### config.mk
export PLATFORM = sky130hd
export DESIGN_NAME = dmem_arbiter
export DESIGN_NICKNAME = d
export VERILOG_FILES = /design/src/rtl/dmem_arbiter.sv
export SDC_FILE = /design/constraint.sdc
export NUM_CORES = 1
export LEC_CHECK = 0
export ABC_CLOCK_PERIOD_IN_PS = 2900
export CAP_MARGIN = 10
export CORE_MARGIN = 1.5
export CORE_UTILIZATION = 30
export CTS_BUF_LIST = sky130_fd_sc_hd__clkbuf_8
export CTS_CLUSTER_SIZE = 28
export DETAILED_ROUTE_END_ITERATION = 8
export GPL_TIMING_DRIVEN = 0
export SYNTH_ARGS = -nofsm -noshare
export SYNTH_HDL_FRONTEND = slang
export SYNTH_SLANG_ARGS = --single-unit
### constraint.sdc
create_clock -name clk -period 2.9 [get_ports clk]
set_clock_uncertainty 0.2 [all_clocks]
set_input_delay 0.725 -clock clk [delete_from_list [all_inputs] [get_ports clk]]
set_output_delay 0.725 -clock clk [all_outputs]
set_load 0.02 [all_outputs]
### src/rtl/dmem_arbiter.sv
// dmem_arbiter: shares the single-port data memory between the core and a
// debug/loader port. The core has priority. A pending debug access uses the
// first cycle with no core request, or takes one core cycle (core_stall)
// after MAX_WAIT blocked cycles.
module dmem_arbiter #(
    parameter int unsigned AW       = 32,
    parameter int unsigned DW       = 32,
    parameter int unsigned MAX_WAIT = 8
) (
    input  logic          clk,
    input  logic          rst_n,
    // core side
    input  logic          core_req,
    input  logic          core_we,
    input  logic [AW-1:0] core_adr,
    input  logic [DW-1:0] core_wd,
    output logic [DW-1:0] core_rd,
    output logic          core_stall,
    // debug / loader side
    input  logic          dbg_valid,
    output logic          dbg_ready,
    input  logic          dbg_we,
    input  logic [AW-1:0] dbg_adr,
    input  logic [DW-1:0] dbg_wd,
    output logic          dbg_rvalid,
    output logic [DW-1:0] dbg_rdata,
    // memory side
    output logic          mem_we,
    output logic [AW-1:0] mem_a,
    output logic [DW-1:0] mem_wd,
    input  logic [DW-1:0] mem_rd
);

    typedef enum logic [1:0] {
        IDLE,
        PEND,
        RESP
    } state_t;

    // MAX_WAIT is limited to 1..255, so an 8-bit counter always suffices
    localparam logic [7:0] WAIT_LIM = 8'(MAX_WAIT);

    state_t        state;
    state_t        state_next;
    logic [7:0]    wait_cnt;
    logic [7:0]    wait_cnt_next;
    logic          held_we;
    logic [AW-1:0] held_adr;
    logic [DW-1:0] held_wd;
    logic          at_limit;
    logic          grant;
    logic          accept;

    // Arbitration decision for the current cycle
    always_comb begin
        at_limit   = (wait_cnt == WAIT_LIM);
        grant      = (state == PEND) && (!core_req || at_limit);
        core_stall = (state == PEND) && core_req && at_limit;
        // gated with rst_n so no request is advertised while reset is held
        dbg_ready  = rst_n && (state == IDLE);
        accept     = dbg_valid && dbg_ready;
        dbg_rvalid = (state == RESP);
    end

    // Next-state and wait counter logic
    always_comb begin
        state_next    = state;
        wait_cnt_next = wait_cnt;
        case (state)
            IDLE: begin
                if (accept) begin
                    state_next    = PEND;
                    wait_cnt_next = '0;
                end
            end
            PEND: begin
                if (grant) begin
                    state_next = RESP;
                end else if (!at_limit) begin
                    wait_cnt_next = wait_cnt + 8'd1;
                end
            end
            RESP: begin
                state_next = IDLE;
            end
            default: begin
                state_next = IDLE;
            end
        endcase
    end

    // Memory port mux: held debug access on a grant cycle, core otherwise
    always_comb begin
        if (grant) begin
            mem_we = held_we;
            mem_a  = held_adr;
            mem_wd = held_wd;
        end else begin
            mem_we = core_req && core_we;
            mem_a  = core_adr;
            mem_wd = core_wd;
        end
        // no memory write of any kind while reset is held
        if (!rst_n) begin
            mem_we = 1'b0;
        end
    end

    // Core read data is a zero-latency pass-through of the memory
    always_comb begin
        core_rd = mem_rd;
    end

    // State register and wait counter
    always_ff @(posedge clk or negedge rst_n) begin
        if (!rst_n) begin
            state    <= IDLE;
            wait_cnt <= '0;
        end else begin
            state    <= state_next;
            wait_cnt <= wait_cnt_next;
        end
    end

    // Holding registers capture the debug request on acceptance
    always_ff @(posedge clk or negedge rst_n) begin
        if (!rst_n) begin
            held_we  <= 1'b0;
            held_adr <= '0;
            held_wd  <= '0;
        end else if (accept) begin
            held_we  <= dbg_we;
            held_adr <= dbg_adr;
            held_wd  <= dbg_wd;
        end
    end

    // Debug read data latched on the grant cycle, held until next completion
    always_ff @(posedge clk or negedge rst_n) begin
        if (!rst_n) begin
            dbg_rdata <= '0;
        end else if (grant) begin
            dbg_rdata <= held_we ? '0 : mem_rd;
        end
    end

endmodule

Word level (Yosys, flattened, before mapping)
Index checks and enable logic that the tools add are counted.
{"block": "totals", "ram_bits": 0, "latchBits": 0, "input_bits": 166, "memories": 0, "rom_bits": 0, "output_inout_bits": 132, "ff_bits": 107}
{"block": "op_classes", "n_eq_ne": 7, "shift": 0, "n_div": 0, "addsub": 1, "n_mux": 12, "n_lt_le_gt_ge": 0, "reduce_logical": 12, "bitwise_logic": 0, "mul": 0}
{"operator": "$mux W32", "count": 3}
{"operator": "$mux W8", "count": 3}
{"operator": "$pmux W8 S2", "count": 1}
{"operator": "$add A8 B1 Y8 const B", "count": 1}
{"operator": "$eq A8 B4 Y1 const B", "count": 1}
{"operator": "$ne A2 B2 Y1 const B", "count": 4}
{"operator": "$logic_and A1 B1 Y1", "count": 6}
{"operator": "$mux W2", "count": 2}
{"operator": "$pmux W2 S2", "count": 1}
{"operator": "$reduce_and A4 Y1", "count": 1}
{"operator": "$eq A2 B1 Y1 const B", "count": 1}
{"operator": "$eq A2 B2 Y1 const B", "count": 1}
{"operator": "$logic_not A2 Y1", "count": 1}
{"operator": "$mux W1", "count": 2}
{"operator": "$reduce_and A2 Y1", "count": 1}
{"operator": "$reduce_bool A2 Y1", "count": 1}
{"operator": "$logic_not A1 Y1", "count": 1}
{"operator": "$logic_or A1 B1 Y1", "count": 1}

Logic depth before layout (Yosys ltp)
{"block": "logic_depth", "word_depth": 5, "mapped_depth": 9, "depth_no_buf": 6}

Worst setup path after synthesis
OpenSTA, ideal clock, no wires.
{"block": "synth_timing", "path_kind": "reg-to-output", "start": "register wait_cnt[0]", "end": "output mem_we", "arrival_ns": 2.000, "t_required_ns": 1.975, "setup_slack_ns": -0.025, "stages_incl_launch_ff": 10, "path_cell_list": "dfrtp_1 inv_1 ha_1 nor4b_2 nand2_1 a21o_1 buf_6 buf_6 buf_6 o21ai_0"}
{"block": "synth_via", "elab_chain_cells": 5}
{"item": "from (decl)", "line_no": "45", "text": "logic [7:0] wait_cnt;"}
{"item": "from (signal assigned)", "line_no": "121", "text": "wait_cnt <= wait_cnt_next;"}
{"item": "$eq A8 B4 Y1", "line_no": "56", "text": "at_limit = (wait_cnt == WAIT_LIM);"}
{"item": "$logic_or A1 B1 Y1", "line_no": "57", "text": "grant = (state == PEND) && (!core_req || at_limit);"}
{"item": "$logic_and A1 B1 Y1", "line_no": "57"}
{"item": "$mux W1", "line_no": "94", "text": "if (grant) begin"}
{"item": "$mux W1", "line_no": "104", "text": "if (!rst_n) begin"}
{"item": "to (decl)", "line_no": "28", "text": "output logic mem_we,"}
No other way between the ends.

Final worst setup path
{"block": "layout_timing", "start": "register wait_cnt[0]", "end": "output mem_a[24]"}
{"block": "layout_via", "elab_chain_cells": 4}
{"item": "$eq A8 B4 Y1", "line_no": "56"}
{"item": "$logic_or A1 B1 Y1", "line_no": "57"}
{"item": "$logic_and A1 B1 Y1", "line_no": "57"}
{"item": "$mux W32", "line_no": "94"}
{"item": "to (decl)", "line_no": "29", "text": "output logic [AW-1:0] mem_a,"}
No other way between the ends.

==> out/results.txt <==
static leakage -> 4.42 nW
critical path capture point type -> output port
max-cap check violation count -> 0
failing checks -> negative setup slack
core area -> 18,000 um2
Tightest Pin Transition -> 601 ps
Layout area overhead -> 66.1%
Worst VDD drop -> 0.411 mV
post-synthesis net count -> 711
Die Area -> 19,100 um2
TritonCTS clock tree -> yes
Final Max Slew Viols -> 0
share of cells above drive strength 1 -> 0.291
Distinct cells, synth -> 28
Final Util -> 0.507
initial antenna violation count -> 1
row count -> 49
H-tree lvl count -> 3
GP Congestion -> 0.796
arrival time of the worst setup path -> 2390 ps
Mapped Cells -> 543
dpl ws -> -837 ps
register bit total from synthesis -> 107
final cell count without fillers -> 1,104
Sw Share -> 0.349
clk root buf -> clkbuf_8
Psw -> 2.07 mW
status -> finished, violations left
hold_ws -> 99.6 ps
# DRC -> 0
CP startpoint kind -> flop
wire length of the first global-routing pass -> 26.8 mm
fraction of the cycle the final worst path needs -> 1.14
Seq/Total Area, Yosys -> 0.489
Clock Power Share -> 0.149
wire per inst -> 15.3 um
dpl hpwl -> 13.0 mm
Final nets -> 1,039
internal power -> 3.87 mW
drt pass-1 iters -> 5
Comb pwr share -> 0.458
clk buf depth -> 2
Simple-Gate Fraction of Synth Area -> 0.198
Total Neg Setup Slack -> -22,560 ps
RSZ-0062 raised after global routing -> yes
pin count of the biggest net entering global routing -> 44
slew margin rel. -> 0.599
Final setup viols -> 65
vias in the first global route -> 5,071
fmax -> 302 MHz
vias -> 4,867
CP Class -> reg2out
Cells after DPL -> 1,070
Max FO, Critical Path -> 9
Synth Area in Adders -> 0.00457
DRT antenna net count -> 0
Syn Std Cell Area -> 5480 um2
total gr overflow -> 0
Port Buf Inserts -> 297
Clk pin slew, worst setup/hold paths -> 90 ps
CTS Buf Count -> 9
worst min-delay path category -> in2async
Post-Synth XOR/XNOR Area -> 0
Worst Slack Setup Final -> -413 ps
multiplexer share of the synthesized area -> 0.217
power density cells -> 653 nW/um2
Period minus WS final -> 3310 ps
WL final -> 16.9 mm
die height -> 138 um
Req. time, crit path -> 1980 ps
CTS sink count -> 107
# IOs -> 298
DR vias/cell -> 4.41
Clock Latency Late Sink -> 360 ps
sequential share of power -> 0.393
Synth Warn # -> 0
Initial Utilization -> 0.305
largest family of logic cells by synthesized area -> multiplexers
Synth Area in Compound Gates -> 0.0176
Initial DRC Count -> 144
Post-Syn Area per Cell -> 10.1 um2
final hold violations -> 0
gr usage total -> 0.176
Die Wd -> 138 um
==> final timing paths <==
kind	slack, ps	to	startpoint	depth (start not counted)
setup / recovery	-410	mem_a[24]	wait_cnt[0]	10
hold / removal	100	held_wd[29]	rst_n	2
hold reg to reg	270	held_wd[9]	held_wd[9]	2
setup reg to reg	640	dbg_rdata[30]	wait_cnt[0]	10
min in group clk	270	held_wd[9]	held_wd[9]	2
max in group asynchronous	1660	held_adr[28]	rst_n	2
==> placed cells by master, fill, tap and decap left out, types with 6 or more instances in the layout <==
cell type	netlist	layout
buf_4	32	51
dfrtp_1	107	107
mux2_4	18	18
clkbuf_8	0	10
buf_2	13	44
o21ai_0	7	6
clkdlybuf4s50_1	0	225
clkbuf_1	12	11
buf_6	4	28
nor2b_1	33	33
and3_1	6	6
nand2_1	204	204
mux2_2	78	78
==> what timing repair did <==
| item | 4_1_cts | 5_1_grt |
|---|---|---|
| pin swaps | 2 | 0 |
| setup buffers | 7 | 8 |
| resized for setup | 279 | 78 |
| cloned | 1 | 1 |
| endpoints found under the hold margin | 0 | 37 |
| hold buffers | 0 | 2 |
| setup endpoints to repair | 78 | 71 |
==> sequential cells by signal, summed over array words and instances (netlist names) <==
register,cells
held_wd,32
held_we,1
state,2
wait_cnt,8
dbg_rdata,32
held_adr,32
==> per-stage QoR <==
step | power, mW | area, um2
after floorplan | 3.68 | 5480
after global routing | 6.36 | 9100
final | 5.94 | 9100
after detailed placement | 5.00 | 8760
after CTS | 5.99 | 9160
after global placement | 4.94 | 8740
==> area by class of cell <==
cell class | count | area [um2]
multi-input cells | 372 | 2430
clock buffers | 10 | 138
repair buffers | 317 | 3060
fillers | 1697 | 8860
inverters | 3 | 11.3
flip-flops and latches | 107 | 2680
plain buffers | 61 | 453
well taps | 229 | 287
diodes | 1 | 2.50
clock inverters | 4 | 45.0
==> Yosys cell counts <==
master     instances  area share
nand2_1          204        0.14
dfrtp_1          107        0.49
mux2_2            78        0.16
nor2b_1           33       0.038
buf_4             32       0.044
mux2_4            18       0.049
buf_2             13       0.012
clkbuf_1          12      0.0082
o21ai_0            7      0.0064
and3_1             6      0.0069
buf_6              4      0.0082
mux2i_1            4      0.0073
a21oi_1            3      0.0027
inv_1              3      0.0021
a31oi_1            2      0.0023
ha_1               2      0.0046
nor2_1             2      0.0014
nor3b_1            2      0.0027
or2_2              2      0.0023
a21bo_2            1      0.0018
a21o_1             1      0.0014
and2_0             1      0.0011
nand2b_1           1      0.0011
nand3b_1           1      0.0014
nand4_1            1      0.0011
nor4b_2            1      0.0027
o2111ai_1          1      0.0016
o31ai_1            1      0.0014
==> layer usage <==
| metal | vias up | track usage | wire length, um |
|---|---|---|---|
| met2 | 189 | 0.310 | 8580 |
| met4 | 0 | 0.0399 | 95 |
| li1 | 2381 | - | - |
| met3 | 5 | 0.0457 | 1020 |
| met5 | - | 0 | 0 |
| met1 | 2292 | 0.216 | 7210 |
==> power groups by stage <==
stage               Sequential (mW)  Clock [mW]  Combinational, mW
finish                         2.33       0.886               2.72
global route                   2.41        1.01               2.94
CTS                            2.34       0.946               2.71
detailed placement             2.37           0               2.63
global placement               2.35           0               2.59
floorplan                      2.53           0               1.15
==> cells by family after synthesis <==
| family | after synthesis |
|---|---|
| simple gates | 254 |
| flops | 107 |
| mux | 100 |
| buf+inv | 64 |
| compound gates | 16 |
| fa+ha+maj | 2 |
==> critical path, cell delays in order, from the launching register on <==
cell and delay, ps:
dfrtp_1 400, inv_2 90, ha_4 130, nor4b_4 200
nand2_1 110, a21o_1 200, buf_8 160, buf_8 140
buf_12 150, mux2_4 310, buf_6 130
Note: power is estimated with default switching activity, not from simulation.
